`config.mk`:
```
export PLATFORM = sky130hd
export DESIGN_NAME = alu_result_tx_flat
export DESIGN_NICKNAME = d
export VERILOG_FILES = /design/src/rtl/alu_result_tx_if.sv /design/src/rtl/alu_result_tx.sv /design/src/flat_wrapper.sv
export SDC_FILE = /design/constraint.sdc
export NUM_CORES = 1
export LEC_CHECK = 0
export CAP_MARGIN = 20
export CORE_AREA = 4 4 59 71
export CTS_CLUSTER_DIAMETER = 120
export DETAILED_ROUTE_END_ITERATION = 8
export DIE_AREA = 0 0 63 75
export GPL_ROUTABILITY_DRIVEN = 0
export PLACE_DENSITY = 0.75
export SLEW_MARGIN = 20
export SYNTH_ARGS = -nofsm -noshare
export SYNTH_HDL_FRONTEND = slang
export SYNTH_SLANG_ARGS = --single-unit
```
`constraint.sdc`:
```
create_clock -name i_clk -period 2.8 [get_ports i_clk]
set_clock_uncertainty 0.1 [all_clocks]
set_input_delay 0.42 -clock i_clk [delete_from_list [all_inputs] [get_ports i_clk]]
set_output_delay 0.42 -clock i_clk [all_outputs]
set_load 0.02 [all_outputs]
```
`src/rtl/alu_result_tx_if.sv`:
```
// alu_result_tx_if: request/result bus between the ALU result path and the UART transmitter
// Signals: i_tx_start (transmit request), i_dato (result to send),
//          o_tx (serial line), o_tx_busy (frame in progress), o_tx_done (frame complete pulse)
// Modports: master drives the request side, slave is the transmitter.
interface alu_result_tx_if #(parameter int LEN_DATO = 8);
  logic                i_tx_start;
  logic [LEN_DATO-1:0] i_dato;
  logic                o_tx;
  logic                o_tx_busy;
  logic                o_tx_done;
  modport master (output i_tx_start, i_dato, input o_tx, o_tx_busy, o_tx_done);
  modport slave  (input i_tx_start, i_dato, output o_tx, o_tx_busy, o_tx_done);
endinterface

```
`src/rtl/alu_result_tx.sv`:
```
// alu_result_tx: sends a captured ALU result LSB-first as a UART frame (start, data, [even parity], stop)
// Ports: i_clk system clock; i_rst_n async active-low reset;
//        bus (alu_result_tx_if.slave): i_tx_start, i_dato in; o_tx, o_tx_busy, o_tx_done out.
// Parameters: LEN_DATO data bits, DVSR clocks per 16x tick, SB_TICK ticks in stop.
// Option: define ALU_RESULT_TX_PARITY_EN to append an even-parity bit after the data bits.
module alu_result_tx #(
  parameter int LEN_DATO = 8,
  parameter int DVSR     = 163,
  parameter int SB_TICK  = 16
) (
  input logic            i_clk,
  input logic            i_rst_n,
  alu_result_tx_if.slave bus
);
  localparam int BW = DVSR > 1 ? $clog2(DVSR) : 1;
  localparam int SW = $clog2(SB_TICK > 16 ? SB_TICK : 16);
  localparam int NW = LEN_DATO > 1 ? $clog2(LEN_DATO) : 1;
  typedef enum logic [2:0] {IDLE, START, DATA, PARITY, STOP} state_t;
  state_t r_st, w_st_n;
  logic [BW-1:0] r_bc, w_bc_n;
  logic [SW-1:0] r_s, w_s_n;
  logic [NW-1:0] r_n, w_n_n;
  logic [LEN_DATO-1:0] r_sh, w_sh_n;
  logic r_tx, r_busy, r_done, w_tx_n, w_tick, w_acc, w_s15, w_last, w_pbit;
  assign w_tick = r_bc == BW'(DVSR - 1);
  assign w_acc  = (r_st == IDLE) && bus.i_tx_start;
  assign w_s15  = w_tick && (r_s == SW'(15));
  assign w_last = r_n == NW'(LEN_DATO - 1);
`ifdef ALU_RESULT_TX_PARITY_EN
  logic r_par;
  always_ff @(posedge i_clk or negedge i_rst_n)
    if (!i_rst_n) r_par <= 1'b0;
    else if (w_acc) r_par <= ^bus.i_dato;
  assign w_pbit = r_par;
`else
  assign w_pbit = 1'b1;
`endif
  always_comb begin
    w_st_n = r_st;
    w_s_n  = (w_tick && r_st != IDLE) ? r_s + SW'(1) : r_s;
    w_n_n  = r_n;
    w_sh_n = r_sh;
    // baud counter restarts on acceptance so every bit of the frame is exactly 16 ticks
    w_bc_n = (w_acc || w_tick) ? '0 : r_bc + BW'(1);
    case (r_st)
      IDLE: if (bus.i_tx_start) begin
        w_st_n = START;
        w_s_n  = '0;
        w_n_n  = '0;
        w_sh_n = bus.i_dato;
      end
      START: if (w_s15) begin
        w_st_n = DATA;
        w_s_n  = '0;
      end
      DATA: if (w_s15) begin
        w_s_n  = '0;
        w_sh_n = r_sh >> 1;
        w_n_n  = r_n + NW'(1);
`ifdef ALU_RESULT_TX_PARITY_EN
        if (w_last) w_st_n = PARITY;
`else
        if (w_last) w_st_n = STOP;
`endif
      end
      PARITY: if (w_s15) begin
        w_st_n = STOP;
        w_s_n  = '0;
      end
      STOP: if (w_tick && r_s == SW'(SB_TICK - 1)) begin
        w_st_n = IDLE;
        w_s_n  = '0;
      end
      default: w_st_n = IDLE;
    endcase
    // line level is registered from the next state so it changes on the same edge as the state
    w_tx_n = (w_st_n == START) ? 1'b0 :
             (w_st_n == DATA)  ? w_sh_n[0] :
             (w_st_n == PARITY) ? w_pbit : 1'b1;
  end
  always_ff @(posedge i_clk or negedge i_rst_n)
    if (!i_rst_n) r_st <= IDLE;
    else r_st <= w_st_n;
  always_ff @(posedge i_clk or negedge i_rst_n)
    if (!i_rst_n) begin
      r_bc   <= '0;
      r_s    <= '0;
      r_n    <= '0;
      r_sh   <= '0;
      r_tx   <= 1'b1;
      r_busy <= 1'b0;
      r_done <= 1'b0;
    end else begin
      r_bc   <= w_bc_n;
      r_s    <= w_s_n;
      r_n    <= w_n_n;
      r_sh   <= w_sh_n;
      r_tx   <= w_tx_n;
      r_busy <= w_st_n != IDLE;
      r_done <= (r_st == STOP) && (w_st_n == IDLE);
    end
  assign bus.o_tx      = r_tx;
  assign bus.o_tx_busy = r_busy;
  assign bus.o_tx_done = r_done;
endmodule

```
`src/flat_wrapper.sv`:
```
// flat-port wrapper written by rule: the top's interface ports become plain ports
module alu_result_tx_flat 
#(
  parameter int LEN_DATO = 8,
  parameter int DVSR     = 163,
  parameter int SB_TICK  = 16
)
  (i_clk, i_rst_n, bus_i_tx_start, bus_i_dato, bus_o_tx, bus_o_tx_busy, bus_o_tx_done);
  alu_result_tx_if #(.LEN_DATO(LEN_DATO)) bus_i ();
  input logic i_clk;
  input logic i_rst_n;
  input wire logic [$bits(bus_i.i_tx_start)-1:0] bus_i_tx_start;
  input wire logic [$bits(bus_i.i_dato)-1:0] bus_i_dato;
  output wire logic [$bits(bus_i.o_tx)-1:0] bus_o_tx;
  output wire logic [$bits(bus_i.o_tx_busy)-1:0] bus_o_tx_busy;
  output wire logic [$bits(bus_i.o_tx_done)-1:0] bus_o_tx_done;
  assign bus_i.i_tx_start = bus_i_tx_start;
  assign bus_i.i_dato = bus_i_dato;
  assign bus_o_tx = bus_i.o_tx;
  assign bus_o_tx_busy = bus_i.o_tx_busy;
  assign bus_o_tx_done = bus_i.o_tx_done;
  alu_result_tx #(.LEN_DATO(LEN_DATO), .DVSR(DVSR), .SB_TICK(SB_TICK)) u_core (.i_clk(i_clk), .i_rst_n(i_rst_n), .bus(bus_i));
endmodule
```
==> results of run 1 <==
-- routing by layer --
layer | global-route usage [%] | wire length (um) | up-vias | part of all wire (%)
met2 | 25.2 | 1520 | 16 | 53
met3 | 4.03 | 94 | 6 | 3.3
li1 | - | - | 536 | -
met4 | 8.33 | 68 | 0 | 2.4
met1 | 14.3 | 1190 | 554 | 41
met5 | 0 | 0 | - | 0
-- path summary, 6_finish.rpt --
path,depth (start not counted),endpoint
max in group asynchronous,2,u_core.bus.o_tx
hold / removal,1,u_core.r_sh[4]
min in group asynchronous,2,u_core.bus.o_tx_done
hold reg to reg,1,u_core.r_sh[4]
setup / recovery,6,u_core.r_sh[3]
setup reg to reg,6,u_core.r_sh[3]
-- layout make-up --
cell class | instances | area, um^2 | share of cell area (%)
sequential | 29 | 727 | 40.8
clock inverter | 1 | 30.0 | 1.68
multi-input combinational | 100 | 723 | 40.6
timing repair buffer | 16 | 153 | 8.56
clock buffer | 7 | 86.3 | 4.84
inverter | 4 | 15.0 | 0.842
tap | 39 | 48.8 | 2.74
-- placed cells by master (no fill, tap or decap), types with 5 or more instances in the layout --
| master | count |
|---|---|
| o21ai_0 | 6 |
| nand2_1 | 9 |
| clkbuf_8 | 6 |
| dfrtp_1 | 28 |
| ha_1 | 5 |
| clkdlybuf4s50_1 | 13 |
| xor2_1 | 6 |
| and3_1 | 5 |
| a21o_1 | 8 |
| nand3_1 | 5 |
| a22o_1 | 7 |
| nor2_1 | 11 |
-- registers in the layout, summed over array words and instances, names as in the netlist --
name,count
u_core.r_bc,8
u_core.r_n,3
u_core.bus.o_tx_busy,1
u_core.r_sh,8
u_core.bus.o_tx,1
u_core.bus.o_tx_done,1
u_core.r_st,3
u_core.r_s,4
-- worst max-delay path, stage by stage, from the launching register on --
cell and delay [ns]:
dfrtp_1 0.42, inv_1 0.08, ha_1 0.14, nor3b_4 0.31, and4_1 0.59, nor2_2 0.18, a21o_1 0.22
-- logic make-up after synthesis --
family                     count (synthesis)  synth area share [%]
xor gates and xnor gates                   8                  4.59
buffers and inverters                     12                  4.92
DFF                                       29                  47.7
and+or+nand+nor                           53                  21.0
muxes                                      2                  1.31
adders and majority gates                  5                  4.10
AOI/OAI and AO/OA                         32                  16.4
-- power by group through the flow --
| stage | registers [mW] | logic (mW) | clock network [mW] |
|---|---|---|---|
| global placement | 0.571 | 0.181 | 0 |
| floorplan | 0.559 | 0.141 | 0 |
| CTS | 0.573 | 0.198 | 0.450 |
| global route | 0.585 | 0.220 | 0.470 |
| finish | 0.573 | 0.193 | 0.439 |
| detailed placement | 0.579 | 0.195 | 0 |
==> results.cfg, run 1 <==
[route]
drtIter0Drc = 29
drc_errors = 0
drt-total-wl_um = 2870
viasPerCell = 5.67
routed-via-count = 1112
dr.pass1.iters = 4
wl_per_cell_um = 14.6
postRouteAntennaNets = 0

[cts]
cts_tree = yes
cts_resized = 0
cts_max_path_buffers = 2
postCtsHoldBufs = 0
cts_sinks = 29
cts_root_buffer = clkbuf_8
clock_latency_ns = 0.28
cts-htree-levels = 2
postCtsSetupBuffers = 0
cts_buffers = 5
cts.reportedPaths.clkPinSlew_ns = 0.06

[floorplan]
die_area_um2 = 4730
chipWidth_um = 63
io-pin-count = 14
rows = 24
dieHeight_um = 75
initial_core_util_pct = 42.7
core_um2 = 3570

[layout]
area_delta_synth_final_pct = 16.9
instances_no_fill = 196
drive_above_1_share_pct = 13.4
utilization_pct = 49.9
nNetsFinal = 172
n_antenna_cell = 0
fin_area_um2 = 1780
fillers = 333

[sta]
report.final.slew_viol_count = 0
worstMarginPinSlew_ns = 0.524
slew-limit-headroom_pct = 65.0
hold_viol = 0
period_needed_ns = 2.17
tns_ns = 0
fmax_mhz = 462
finalSetupViolations = 0
period_share_pct = 77.3
rsz0062_at_grt = no
fin_ws_ns = 0.634
fin_hold_ws_ns = 0.389

[yosys]
yosys_most_used_dff = dfrtp_1
yosys-top-cells-count = dfrtp_1 (28), nor2_1 (11), nand2_1 (9)
synthTopCellsByArea = dfrtp_1 (46%), ha_1 (4.1%), a22o_1 (4.0%)
async_reset_ff_share_pct = 100
ys_seq_area_share_pct = 47.7
synth_edf_count = 0
synth_top_area_share_pct = 45.9
syn-num-nets = 157
ys_ff_latch = 29
netlist_area_um2 = 1530
avgSynthCellArea_um2 = 10.8
synth_cells = 141
synth_top_area_cell = dfrtp_1
yosysMostFrequentCell = dfrtp_1
yosysUniqueCellTypes = 40
yosysWarnings = 0

[place]
dp_hpwl_um = 1990
place_area_um2 = 1670
dp.cells = 188
dp_slack_ns = 0.663
io_buffers = 13

[pwr]
power_leakage_nw = 0.829
ir_drop_mv = 0.534
finalPower_mw = 1.20
p_sw_uw = 317
p_int_uw = 888
clkPwrFrac_pct = 36.4
comb_power_share_pct = 16.0
power_density_nw_per_um2 = 676
swShare_pct = 26.3
sequentialPowerShare_pct = 47.6

[critical_path]
startpoint_type = flop
end_kind = flop
cp.arrival_ns = 2.23
path_class = flop to flop
required_ns = 2.87
r2r-start = u_core.r_bc[0]
cp-startpoint = u_core.r_bc[0]
path_max_fanout = 15
r2r_slack_ns = 0.63

[global_route]
track_usage_pct = 13.9
grt_pass1_vias = 1163
antenna_found_initial = 0
overflow = 0
grt_max_degree = 30
grt_pass1_wl_um = 5000

[hold_path]
hold_path_class = flop to flop
worstHoldStart = u_core.r_sh[4]

[status]
outcome = completed

[run]
max_cap_viol_count = 0
No activity file was read; power rests on OpenSTA's default activity.
==> run 2, diff against run 1 <==
==> constraint.sdc (replaced) <==
create_clock -name i_clk -period 2.1 [get_ports i_clk]
set_clock_uncertainty 0.1 [all_clocks]
set_input_delay 0.315 -clock i_clk [delete_from_list [all_inputs] [get_ports i_clk]]
set_output_delay 0.315 -clock i_clk [all_outputs]
set_load 0.02 [all_outputs]
==> results.cfg, run 2 (synthesis results as in run 1) <==
[sta]
report.final.slew_viol_count = 0
fin_hold_ws_ns = 0.320
slew-limit-headroom_pct = 71.2
worstMarginPinSlew_ns = 0.432
fmax_mhz = 533
rsz0062_at_grt = no
period_share_pct = 89.4
period_needed_ns = 1.88
tns_ns = 0
hold_viol = 0
finalSetupViolations = 0

[global_route]
antenna_found_initial = 0
grt_pass1_wl_um = 5020
grt_max_degree = 30
overflow = 0
grt_pass1_vias = 1122
track_usage_pct = 14.0

[pwr]
power_density_nw_per_um2 = 892
power_leakage_nw = 0.845
ir_drop_mv = 0.555

[route]
drt-total-wl_um = 2830
viasPerCell = 5.56
routed-via-count = 1107
top_layer_used = met4
dr.pass1.iters = 4
wl_per_cell_um = 14.2
dr_wl_met3_um = 110
drc_errors = 0
wl_met2_um = 1460
drt-met1-wl_um = 1180
drtIter0Drc = 30
postRouteAntennaNets = 0

[cts]
cts_sinks = 29
postCtsSetupBuffers = 0
cts-htree-levels = 2
cts_root_buffer = clkbuf_8
cts_tree = yes
cts_max_path_buffers = 2
clock_latency_ns = 0.28
cts_resized = 0
postCtsHoldBufs = 0
cts_buffers = 5
cts.reportedPaths.clkPinSlew_ns = 0.06

[layout]
mostFrequentLayoutCells = dfrtp_1 (28), clkdlybuf4s50_1 (13), nor2_1 (11), nand2_1 (9), a21o_1 (8)
largestRegisters = u_core.r_bc (8), u_core.r_sh (8), u_core.r_s (4)
final_common_cell = dfrtp_1
area_delta_synth_final_pct = 18.4
n_antenna_cell = 0
drive_above_1_share_pct = 15.0
nNetsFinal = 175
fillers = 310

[critical_path]
required_ns = 2.15
path_max_fanout = 15
cp-startpoint = u_core.r_s[0]
endpoint = u_core.r_n[1]
r2r_slack_ns = 0.22
path_class = flop to flop
startpoint_type = flop
r2r-start = u_core.r_s[0]
r2r_end = u_core.r_n[1]
end_kind = flop
cp.arrival_ns = 1.93
reg2reg_depth = 6

[floorplan]
rows = 24
dieHeight_um = 75
io-pin-count = 14
die_area_um2 = 4730
chipWidth_um = 63
core_um2 = 3570
initial_core_util_pct = 42.7

[hold_path]
hold_path_class = input port to asynchronous set/reset pin

[run]
max_cap_viol_count = 0

[place]
io_buffers = 13
dp_hpwl_um = 1990

[status]
outcome = completed
[run 2: cell count changes in the layout (fill, tap and decap cells not counted), sizes merged]
cell | previous run | this run
buf | 3 | 6
[run 2: area by class of cell]
class	instances	area (um^2)	area share (%)
Sequential cell	29	727	40.3
Tap cell	39	48.8	2.70
Clock inverter	1	30.0	1.66
Multi-Input combinational cell	100	723	40.1
Timing Repair Buffer	19	175	9.70
Inverter	4	15.0	0.832
Clock buffer	7	86.3	4.78
[run 2: report_power, final]
part           leakage, nW  internal, mW  total [mW]  switching, mW
sequential           0.374         0.659       0.761          0.102
clock               0.0585         0.386       0.592          0.206
combinational        0.413         0.143       0.257          0.114
[run 2: worst min path at each step]
stage	endpoint	from
floorplan	u_core.bus.o_tx_busy	i_rst_n
global placement	u_core.r_sh[6]	u_core.r_sh[6]
detailed placement	u_core.r_sh[5]	u_core.r_sh[5]
CTS	u_core.r_st[1]	i_rst_n
global route	u_core.r_st[1]	i_rst_n
finish	u_core.r_st[1]	i_rst_n
[run 2: through the flow]
step	power [mW]	instance area (um^2)	util (%)	std cells	setup slack [ns]
after CTS	1.63	1810	50.5	199	0.215
after floorplan	0.934	1530	-	141	0.335
final	1.61	1810	50.5	199	0.223
after detailed placement	1.03	1690	47.3	191	0.218
after global placement	1.01	1690	47.3	191	0.282
after global routing	1.71	1810	50.5	199	0.0429
[run 2: layer usage]
| metal | global-route usage [%] | up-vias |
|---|---|---|
| met1 | 15.2 | 541 |
| met5 | 0 | - |
| met3 | 5.22 | 8 |
| met2 | 23.8 | 17 |
| met4 | 7.84 | 0 |
| li1 | - | 541 |
[run 2: worst max-delay path, stage by stage, from the launching register on]
cell     delay [ns]
dfrtp_1        0.41
ha_1           0.22
and3_1         0.22
and4_1         0.20
buf_4          0.18
nor2_2         0.27
o21ai_0        0.15
==> run 3, diff against run 2 <==
--- a/config.mk
+++ b/config.mk
@@ -5,13 +5,13 @@
 export SDC_FILE = /design/constraint.sdc
 export NUM_CORES = 1
 export LEC_CHECK = 0
-export CAP_MARGIN = 20
-export CORE_AREA = 4 4 59 71
+export CAP_MARGIN = 15
+export CORE_AREA = 4 4 47 90
 export CTS_CLUSTER_DIAMETER = 120
 export DETAILED_ROUTE_END_ITERATION = 8
-export DIE_AREA = 0 0 63 75
+export DIE_AREA = 0 0 51 94
 export GPL_ROUTABILITY_DRIVEN = 0
-export PLACE_DENSITY = 0.75
+export PLACE_DENSITY = 0.73
 export SLEW_MARGIN = 20
 export SYNTH_ARGS = -nofsm -noshare
 export SYNTH_HDL_FRONTEND = slang
==> results.cfg, run 3 (synthesis results as in run 1) <==
[floorplan]
initial_core_util_pct = 42.3
core_um2 = 3610
rows = 31
chipWidth_um = 51
die_area_um2 = 4790
io-pin-count = 14
dieHeight_um = 94

[status]
outcome = completed

[pwr]
power_leakage_nw = 0.852
ir_drop_mv = 0.819
finalPower_mw = 1.54
power_density_nw_per_um2 = 845

[critical_path]
required_ns = 2.17
path_class = flop to flop
cp.arrival_ns = 2.01
critical-path-slowest-cell = dfrtp_1
max_stage_delay_ns = 0.42
cpLargestDelayFamily = simple AND/OR/NAND/NOR gates
crit_buf_inv = 1
startpoint_type = flop
r2r_slack_ns = 0.16
path_cells = ha_1 -> and3_1 -> and4_1 -> buf_4 -> a22o_1 -> a21o_1
path_max_fanout = 8
end_kind = flop

[layout]
largestRegisters = u_core.r_bc (8), u_core.r_sh (8), u_core.r_s (4)
drive_above_1_share_pct = 16.7
mostFrequentLayoutCells = dfrtp_1 (28), clkdlybuf4s50_1 (13), nor2_1 (11), nand2_1 (9)
n_antenna_cell = 0
area_delta_synth_final_pct = 19.2
fillers = 326
instances_no_fill = 211
multi_input_area_um2 = 723
regArea_um2 = 727
final_common_cell = dfrtp_1
nNetsFinal = 177

[cts]
cts.reportedPaths.clkPinSlew_ns = 0.07
postCtsSetupBuffers = 0
clock_latency_ns = 0.28
cts_resized = 0
cts_tree = yes
cts_max_path_buffers = 2
cts_sinks = 29
cts_root_buffer = clkbuf_8
postCtsHoldBufs = 0
cts-htree-levels = 2
cts_buffers = 5

[global_route]
overflow = 0
antenna_found_initial = 0
track_usage_pct = 15.7
grt_pass1_wl_um = 5660
grt_pass1_vias = 1266
grt_max_degree = 30

[place]
dp.cells = 203
io_buffers = 13
dp_slack_ns = 0.180
dp_hpwl_um = 2340

[route]
viasPerCell = 5.46
drtIter0Drc = 20
drc_errors = 0
routed-via-count = 1152
drt-total-wl_um = 3130
wl_per_cell_um = 14.8
dr.pass1.iters = 4
postRouteAntennaNets = 0

[sta]
fmax_mhz = 515
period_needed_ns = 1.94
tns_ns = 0
finalSetupViolations = 0
slew-limit-headroom_pct = 74.3
worstMarginPinSlew_ns = 0.383
fin_hold_ws_ns = 0.323
report.final.slew_viol_count = 0
fin_ws_ns = 0.159
rsz0062_at_grt = no
period_share_pct = 92.4
hold_viol = 0

[run]
max_cap_viol_count = 0

[hold_path]
hold_path_class = input port to asynchronous set/reset pin
==> run 3: cell types whose count changed in the layout (fill, tap and decap cells not counted) <==
cell       before  now
clkbuf_8        6    7
clkbuf_1        1    0
buf_4           6    8
bufinv_16       1    0
clkinv_2        0    1
==> run 3: where the power goes <==
part | switching (mW) | internal (mW) | leakage [nW]
sequential | 0.103 | 0.659 | 0.374
clock | 0.214 | 0.296 | 0.0542
combinational | 0.121 | 0.144 | 0.424
==> run 3: cell type report <==
cell class                 instances  area share [%]
sequential                        29            40.0
multi-input combinational        100            39.8
timing repair buffer              21            10.5
clock buffer                       7            5.30
tap                               49            3.37
inverter                           4           0.826
clock inverter                     1           0.275
==> run 3: metrics by stage <==
| stage | area (um^2) | utilization, % |
|---|---|---|
| after floorplan | 1530 | - |
| after global placement | 1720 | 47.6 |
| after detailed placement | 1720 | 47.6 |
| after CTS | 1820 | 50.4 |
| after global routing | 1820 | 50.4 |
| final | 1820 | 50.4 |
==> run 3: routing by layer <==
layer | vias to the layer above | share of wire (%) | global-route usage (%)
li1 | 549 | - | -
met1 | 569 | 36 | 15.7
met2 | 23 | 58 | 28.3
met3 | 11 | 2.8 | 3.66
met4 | 0 | 3.3 | 9.21
met5 | - | 0 | 0
==> run 3: worst paths after layout <==
path                       cells after the start               to            from
min reg2reg                                    1   u_core.r_sh[3]  u_core.r_sh[3]
max                                            6   u_core.r_sh[4]   u_core.r_s[0]
max in group asynchronous                      2  u_core.bus.o_tx         i_rst_n
min in group i_clk                             1   u_core.r_sh[3]  u_core.r_sh[3]
min                                            2   u_core.r_sh[1]         i_rst_n
max reg2reg                                    6   u_core.r_sh[4]   u_core.r_s[0]
